--- src/rtl/watermark_pkg.sv ---
// Shared types for the watermark monitor: FSM states and interrupt cause bit layout.
package watermark_pkg;

  typedef enum logic [1:0] {
    ST_LOW     = 2'd0,
    ST_RISING  = 2'd1,
    ST_HIGH    = 2'd2,
    ST_FALLING = 2'd3
  } wm_state_e;

  localparam int CauseRise = 0;
  localparam int CauseFall = 1;
  localparam int CauseOvf  = 2;

  typedef logic [2:0] wm_cause_t;

endpackage

--- src/rtl/irq_event_reg.sv ---
// Single-entry pending-event holder: events OR into the cause bits, a valid/ready handshake empties it.
// Registered outputs; an event arriving during a handshake becomes the new entry with only its own bits.
module irq_event_reg #(
  parameter int W = 3
) (
  input  logic         clk_i,
  input  logic         rst_i,
  input  logic         clear_i,
  input  logic         set_i,
  input  logic [W-1:0] cause_i,
  input  logic         ready_i,
  output logic         valid_o,
  output logic [W-1:0] cause_o
);

  logic         valid_q, valid_d;
  logic [W-1:0] cause_q, cause_d;
  logic         hs;

  assign hs = valid_q & ready_i;

  always_comb begin
    valid_d = valid_q;
    cause_d = cause_q;
    if (clear_i) begin
      valid_d = 1'b0;
      cause_d = '0;
    end else if (set_i) begin
      valid_d = 1'b1;
      cause_d = hs ? cause_i : (cause_q | cause_i);
    end else if (hs) begin
      valid_d = 1'b0;
      cause_d = '0;
    end
  end

  always_ff @(posedge clk_i or posedge rst_i) begin
    if (rst_i) begin
      valid_q <= 1'b0;
      cause_q <= '0;
    end else begin
      valid_q <= valid_d;
      cause_q <= cause_d;
    end
  end

  assign valid_o = valid_q;
  assign cause_o = cause_q;

endmodule

--- src/rtl/watermark_monitor.sv ---
// Debounced hysteretic high-watermark alarm with peak tracking and a single-entry interrupt.
// One cycle from qualifying sample (or overflow edge) to alarm_o/irq_valid_o; irq held until irq_ready_i.
module watermark_monitor
  import watermark_pkg::*;
#(
  parameter int WIDTH     = 4,
  parameter int PERSIST_W = 4
) (
  input  logic                 clk_i,
  input  logic                 rst_i,
  input  logic                 clear_i,
  input  logic                 level_valid_i,
  input  logic [WIDTH-1:0]     level_i,
  input  logic                 overflow_i,
  input  logic [WIDTH-1:0]     hi_thresh_i,
  input  logic [WIDTH-1:0]     lo_thresh_i,
  input  logic [PERSIST_W-1:0] persist_i,
  output logic                 alarm_o,
  output logic [WIDTH-1:0]     peak_o,
  output logic                 irq_valid_o,
  input  logic                 irq_ready_i,
  output logic [2:0]           irq_cause_o
);

  localparam logic [PERSIST_W-1:0] CntOne = PERSIST_W'(1);

  wm_state_e            state_q, state_d;
  logic [PERSIST_W-1:0] cnt_q, cnt_d, cnt_inc;
  logic [WIDTH-1:0]     peak_q, peak_d;
  logic                 alarm_q, alarm_d;
  logic                 ovf_q, ovf_d;

  logic      rise, fall, ovf_edge, fast, cnt_done;
  logic      ev_rise, ev_fall, ev_ovf;
  wm_cause_t cause;

  // Fall also requires being below hi so a misconfigured lo >= hi cannot make the alarm chatter.
  assign rise     = (level_i >= hi_thresh_i);
  assign fall     = (level_i <= lo_thresh_i) && (level_i < hi_thresh_i);
  assign ovf_edge = overflow_i & ~ovf_q;
  assign fast     = (persist_i <= CntOne);
  assign cnt_inc  = (cnt_q == '1) ? cnt_q : cnt_q + CntOne;
  assign cnt_done = (cnt_inc >= persist_i);

  always_ff @(posedge clk_i or posedge rst_i) begin
    if (rst_i) begin
      state_q <= ST_LOW;
      cnt_q   <= '0;
      peak_q  <= '0;
      alarm_q <= 1'b0;
      ovf_q   <= 1'b0;
    end else begin
      state_q <= state_d;
      cnt_q   <= cnt_d;
      peak_q  <= peak_d;
      alarm_q <= alarm_d;
      ovf_q   <= ovf_d;
    end
  end

  always_comb begin
    state_d = state_q;
    cnt_d   = cnt_q;
    ev_rise = 1'b0;
    ev_fall = 1'b0;
    ev_ovf  = 1'b0;
    if (clear_i) begin
      state_d = ST_LOW;
      cnt_d   = '0;
    end else if (ovf_edge) begin
      state_d = ST_HIGH;
      cnt_d   = '0;
      ev_ovf  = 1'b1;
      ev_rise = (state_q == ST_LOW) || (state_q == ST_RISING);
    end else if (level_valid_i) begin
      unique case (state_q)
        ST_LOW: begin
          if (rise) begin
            if (fast) begin
              state_d = ST_HIGH;
              cnt_d   = '0;
              ev_rise = 1'b1;
            end else begin
              state_d = ST_RISING;
              cnt_d   = CntOne;
            end
          end
        end
        ST_RISING: begin
          if (!rise) begin
            state_d = ST_LOW;
            cnt_d   = '0;
          end else if (cnt_done) begin
            state_d = ST_HIGH;
            cnt_d   = '0;
            ev_rise = 1'b1;
          end else begin
            cnt_d = cnt_inc;
          end
        end
        ST_HIGH: begin
          // A sustained overflow pins the alarm: no fall path while overflow_i is high.
          if (fall && !overflow_i) begin
            if (fast) begin
              state_d = ST_LOW;
              cnt_d   = '0;
              ev_fall = 1'b1;
            end else begin
              state_d = ST_FALLING;
              cnt_d   = CntOne;
            end
          end
        end
        ST_FALLING: begin
          if (!fall || overflow_i) begin
            state_d = ST_HIGH;
            cnt_d   = '0;
          end else if (cnt_done) begin
            state_d = ST_LOW;
            cnt_d   = '0;
            ev_fall = 1'b1;
          end else begin
            cnt_d = cnt_inc;
          end
        end
        default: begin
          state_d = ST_LOW;
          cnt_d   = '0;
        end
      endcase
    end
  end

  always_comb begin
    cause            = '0;
    cause[CauseRise] = ev_rise;
    cause[CauseFall] = ev_fall;
    cause[CauseOvf]  = ev_ovf;
    alarm_d          = (state_d == ST_HIGH) || (state_d == ST_FALLING);
    ovf_d            = clear_i ? 1'b0 : overflow_i;
    peak_d           = peak_q;
    if (clear_i) begin
      peak_d = '0;
    end else if (level_valid_i) begin
      if (state_q != ST_LOW) begin
        peak_d = (level_i > peak_q) ? level_i : peak_q;
      end else if (rise && !ovf_edge) begin
        peak_d = level_i;
      end
    end
  end

  irq_event_reg #(
    .W($bits(wm_cause_t))
  ) u_irq (
    .clk_i   (clk_i),
    .rst_i   (rst_i),
    .clear_i (clear_i),
    .set_i   (|cause),
    .cause_i (cause),
    .ready_i (irq_ready_i),
    .valid_o (irq_valid_o),
    .cause_o (irq_cause_o)
  );

  assign alarm_o = alarm_q;
  assign peak_o  = peak_q;

endmodule

--- config.mk ---
export PLATFORM = sky130hd
export DESIGN_NAME = watermark_monitor
export DESIGN_NICKNAME = d
export VERILOG_FILES = /design/src/rtl/watermark_pkg.sv /design/src/rtl/irq_event_reg.sv /design/src/rtl/watermark_monitor.sv
export SDC_FILE = /design/constraint.sdc
export NUM_CORES = 1
export LEC_CHECK = 0
export BUFFER_PORTS_ARGS = -buffer_cell sky130_fd_sc_hd__buf_2
export CORE_UTILIZATION = 57
export DETAILED_ROUTE_END_ITERATION = 7
export MAX_ROUTING_LAYER = met4
export PLACE_DENSITY = 0.87
export SLEW_MARGIN = 20
export SYNTH_ARGS = -nofsm -noshare
export SYNTH_HDL_FRONTEND = slang
export SYNTH_SLANG_ARGS = --single-unit
export TNS_END_PERCENT = 30
--- constraint.sdc ---
create_clock -name clk_i -period 6.2 [get_ports clk_i]
set_clock_uncertainty 0.05 [all_clocks]
set_input_delay 1.55 -clock clk_i [delete_from_list [all_inputs] [get_ports clk_i]]
set_output_delay 1.55 -clock clk_i [all_outputs]
set_load 0.05 [all_outputs]
---- Yosys cells after proc, flatten, opt, wreduce, memory -nomap -nowiden ----
Cells that the tools add are included.
word-level totals
  input port bits ......................... 22
  register bits after elaboration ......... 16
  logic and storage cells ................. 97
  output and inout bits ................... 9
cells by class
  magnitude comparators ................... 6
  $add $sub $neg .......................... 1
  reductions and logical operators ........ 18
  mux-type cells .......................... 52
  equality and inequality tests ........... 9
  bitwise logic cells ..................... 4
operators with widths
  kind                   number
  $mux W4                14
  $mux W2                11
  $mux W1                19
  $pmux W4 S4            1
  $mux W3                4
  $reduce_bool A3 Y1     3
  $eq A2 B2 Y1 const B   4
  $ge A4 B4 Y1           2
  $ne A4 B4 Y1 const B   2
  $pmux W2 S4            1
  $reduce_and A3 Y1      2
  $add A4 B1 Y4 const B  1
  $eq A4 B4 Y1 const B   1
  $gt A4 B4 Y1           1
  $le A4 B1 Y1 const B   1
  $le A4 B4 Y1           1
  $lt A4 B4 Y1           1
  $pmux W1 S2            2
  $reduce_bool A2 Y1     2
  $logic_and A1 B1 Y1    3
  $logic_not A1 Y1       3
  $logic_or A1 B1 Y1     3
  $ne A3 B2 Y1 const B   1
  $or A3 B3 Y3           1
  5 further kinds        6

---- Logic depth before layout (Yosys ltp) ----
  depth after elaboration ................. 13
  mapped depth ............................ 10
  depth with buffers taken out ............ 10

---- Modules after synthesis ----
A second synthesis with hierarchy kept.
second synthesis, totals
  cell total of the unflattened synthesis .. 139
  area total of the unflattened synthesis .. 1300.0 µm²
by module, submodules not included
  module             cells an instance  area an instance (µm²)  seq. area each (µm²)  instances
  watermark_monitor  122                1124.8                  300.3                 1
  irq_event_reg      17                 175.2                   100.1                 1

---- Worst setup path before layout ----
No wires, ideal clock.
  path kind ............................... in2reg
  from .................................... input level_i[0]
  to ...................................... register cnt_q[0]
  required time ........................... 6.068 ns
  data arrival time ....................... 3.140 ns
  path slack .............................. 2.928 ns
  stages on the path ...................... 8
  path buffers ............................ 0
  library setup time ...................... 0.082 ns
  path through ............................ inv_1 ha_1 nand2b_4 a2111oi_4 or2_2 o22ai_4 or3b_1 a31oi_1
on the way
  word-level cells in the longest chain between the ends .. 9
  elaborated cells between the ends (all ways) .. 16
  those cells by class .................... order compare (3); eq/ne (2); mux (6); reduce/logical (5)
ends and longest elaborated chain
  what                                                 line                      text
  start: declaration                                   watermark_monitor.sv:13   input logic [WIDTH-1:0] level_i,
  $le A4 B4 Y1 / $lt A4 B4 Y1 (equally long branches)  watermark_monitor.sv:39   assign fall = (level_i <= lo_thresh_i) && (level_i < hi_thresh_i);
  $logic_and A1 B1 Y1                                  watermark_monitor.sv:39
  $logic_not A1 Y1                                     watermark_monitor.sv:115  if (!fall || overflow_i) begin
  $logic_or A1 B1 Y1                                   watermark_monitor.sv:115
  $mux W4                                              watermark_monitor.sv:115
  $pmux W4 S4                                          watermark_monitor.sv:76   unique case (state_q)
  $mux W4                                              watermark_monitor.sv:75   end else if (level_valid_i) begin
  $mux W4                                              watermark_monitor.sv:70   end else if (ovf_edge) begin
  $mux W4                                              watermark_monitor.sv:67   if (clear_i) begin
  end signal: assignment                               watermark_monitor.sv:54   cnt_q <= cnt_d;
  end: declaration                                     watermark_monitor.sv:28   logic [PERSIST_W-1:0] cnt_q, cnt_d, cnt_inc;
Parallel ways exist; a longest one is shown, timed or not. The select of a mux whose other input is x is not followed.
A chain may end at the register's enable or synchronous reset.

---- Final worst setup path ----
Same ends and word-level chain as after synthesis.

==> impl_metrics.py <==
metrics = {
    "clock_tree": {
        "cts-root-buf": "clkbuf_4",
        "cts_buffers": 3,
        "holdBufCountCts": 0,
        "cts-resized-gates": 0,
        "clkSinkCount": 16,
        "cts_buffer_depth": 2,
        "postCtsSetupBuffers": 0,
        "cts_tree": "yes",
        "path_clk_slew_ns": 0.10,
        "htree_levels": 1,
        "clock_latency_ns": 0.30,
    },
    "global_route": {
        "grt_use_total_pct": 25.9,
        "grt_max_degree": 19,
        "antenna_found_initial": 0,
        "grt_pass1_wl_mm": 4.80,
        "overflow": 0,
        "grt_pass1_vias": 1060,
    },
    "logic_synthesis": {
        "ys_seq_elements": 16,
        "yosys.area.top_type": "dfrtp_1",
        "synthesis.nets": 185,
        "ys_warn_count": 0,
        "synth.distinct_cells": 38,
        "syn_inst": 146,
        "synth_area_leaders": "dfrtp_1, ha_1, nand2b_1",
        "syn_area_um2": 1340,
        "netlist.area_leader.share_pct": 30.0,
        "yosysSeqAreaShare_pct": 30.0,
        "syn_area_per_cell_um2": 9.14,
    },
    "timing": {
        "period_share_pct": 51.0,
        "worst_pin_slew_ns": 0.598,
        "fmax_ghz": 0.316,
        "final-setup-viol-count": 0,
        "whs_ns": 0.483,
        "finalMaxSlewViolations": 0,
        "hold_violations": 0,
        "tns_ns": 0,
        "min_period_ns": 3.16,
        "worst_slew_margin_rel_pct": 60.1,
        "rsz0062_at_grt": "false",
    },
    "floorplanning": {
        "coreArea_um2": 2210,
        "die_h_um": 50.4,
        "die_area_um2": 2540,
        "start_util_pct": 60.4,
        "dieWidth_um": 50.4,
        "num_rows": 17,
        "ioPinCount": 31,
    },
    "finish": {
        "drive_gt1_share_pct": 24.4,
        "syn_to_final_growth_pct": 15.5,
        "n_antenna_cell": 0,
        "final_cell_mix": "buf_2, inv_1, ha_1, dfrtp_1, nand2b_1",
        "final_common_cell": "buf_2",
        "fillCellCount": 180,
        "nets": 216,
    },
    "placement": {
        "dp_hpwl_mm": 2.21,
        "globalplace.congestion": 0.828,
        "io_buffers": 30,
    },
    "detailed_routing": {
        "totalWireLength_mm": 2.81,
        "drc_errors": 0,
        "ant_nets": 0,
        "drtIter0Drc": 40,
        "first_pass_iters": 4,
        "dr_total_vias": 1182,
        "drt-wirelength-per-cell_um": 13.8,
        "avgViaCountPerCell": 5.79,
    },
    "setup_path": {
        "critPathSlowestCell": "a2111oi_4",
        "required_ns": 6.38,
        "cp_max_fo": 6,
        "cp-start-kind": "input port",
        "critical_path.endpoint_type": "register",
        "reg2reg_slack_ns": 3.45,
        "worst-endpoint-arrival_ns": 3.34,
        "cp_cell_sequence": "buf_2 -> inv_1 -> ha_1 -> nand2b_4 -> a2111oi_4 -> or2_2 -> o22ai_4 -> or3b_1 -> a31oi_1",
        "cp_slowest_stage_delay_ns": 0.38,
        "critical_path_class": "in -> reg",
    },
    "power": {
        "leakage_nw": 0.779,
        "netSwitchingFraction_pct": 35.1,
        "p_clk_share_pct": 25.4,
        "power.internal_mw": 0.183,
        "seq_power_share_pct": 41.4,
        "combPwrFrac_pct": 33.2,
        "ir_drop_v": 0.000114,
        "p_per_area_nw_per_um2": 182,
        "finalPower_mw": 0.281,
        "p_switching_mw": 0.0986,
    },
    "hold_path": {
        "hold_path.class": "reg -> reg",
    },
    "run_status": {
        "status": "completed",
    },
    "job": {
        "drv_cap": 0,
    },
}
==> worst max-delay path, delay by kind of cell <==
family | cells | cell delay, ns
compound gates | 3 | 0.64
buf+inv | 2 | 0.15
simple gates | 3 | 0.72
fa+ha+maj | 1 | 0.29
==> sequential cells by signal (all words and copies together), names as in the netlist <==
name,count
peak_o,4
cnt_q,4
ovf_q,1
alarm_o,1
u_irq.valid_o,1
u_irq.cause_o,3
state_q,2
==> per-layer routing <==
metal / vias to the layer above / track usage [%] / part of all wire (%)
met4: 0 / 10.6 / 1.0
met2: 27 / 41.6 / 49
met5: - / - / 0
li1: 588 / - / -
met3: 3 / 0.909 / 3.1
met1: 564 / 34.5 / 47
==> metrics by stage <==
| stage | setup WS, ns | std cells | area, µm² | utilization [%] |
|---|---|---|---|---|
| floorplan | 2.93 | 146 | 1340 | - |
| global placement | 2.78 | 200 | 1510 | 68.0 |
| finish | 3.04 | 204 | 1540 | 69.7 |
| CTS | 3.02 | 204 | 1540 | 69.7 |
| global route | 2.92 | 204 | 1540 | 69.7 |
| detailed placement | 2.72 | 200 | 1510 | 68.0 |
==> synth_stat cells (all sizes together) <==
cell type and n:
nand2 3, and3 1, a221oi 1, a31oi 6, a2bb2oi 1, clkbuf 4
or2 3, o22ai 2, o211ai 2, inv 17, a211oi 1, nor2b 6
o21bai 1, o31ai 3, nand4 2, o21a 2, nand3 6, xnor2 1
a32o 3, a2111oi 1, nand2b 13, mux2 1, or3b 1, nor2 10
dfrtp 16, nand3b 1, o21ai 4, and4 2, nor3 2, ha 17
nor4b 1, a21oi 7, mux2i 5
==> cell families after synthesis <==
group           Yosys count  synth area share, %
mux                       6                 4.59
flops                    16                 30.0
compound gates           34                 20.3
buf+inv                  21                 5.90
xor+xnor                  1                0.656
simple gates             51                 22.6
fa+ha+maj                17                 15.9
==> power by group through the flow <==
stage                     clock network (mW)  registers [mW]  logic (mW)
after floorplan                            0           0.132      0.0545
after global placement                     0           0.118      0.0889
after detailed placement                   0           0.118      0.0924
after CTS                             0.0706           0.116      0.0934
after global routing                  0.0749           0.117       0.103
final                                 0.0714           0.116      0.0934
==> final timing paths <==
kind / endpoint / from / cells past startpoint
worst min register to register: u_irq.cause_o[2]$_DFFE_PP0P_ / u_irq.cause_o[2]$_DFFE_PP0P_ / 2
worst max-delay path: cnt_q[0]$_DFFE_PP0P_ / level_i[0] / 9
min in group asynchronous: u_irq.valid_o$_DFFE_PP0P_ / rst_i / 2
max in group asynchronous: peak_o[3]$_DFFE_PP0P_ / rst_i / 2
worst min-delay path: u_irq.cause_o[2]$_DFFE_PP0P_ / u_irq.cause_o[2]$_DFFE_PP0P_ / 2
worst max register to register: u_irq.valid_o$_DFFE_PP0P_ / cnt_q[0]$_DFFE_PP0P_ / 10
==> cell type report <==
cell class                 count  area, µm²  share of cell area [%]
timing repair buffer          30        150                    9.74
clock buffer                   4       36.3                    2.35
inverter                      17       63.8                    4.14
sequential                    16        400                    26.0
multi-input combinational    109        856                    55.5
tap                           28       35.0                    2.27
Note: power is estimated with default switching activity, not from simulation.
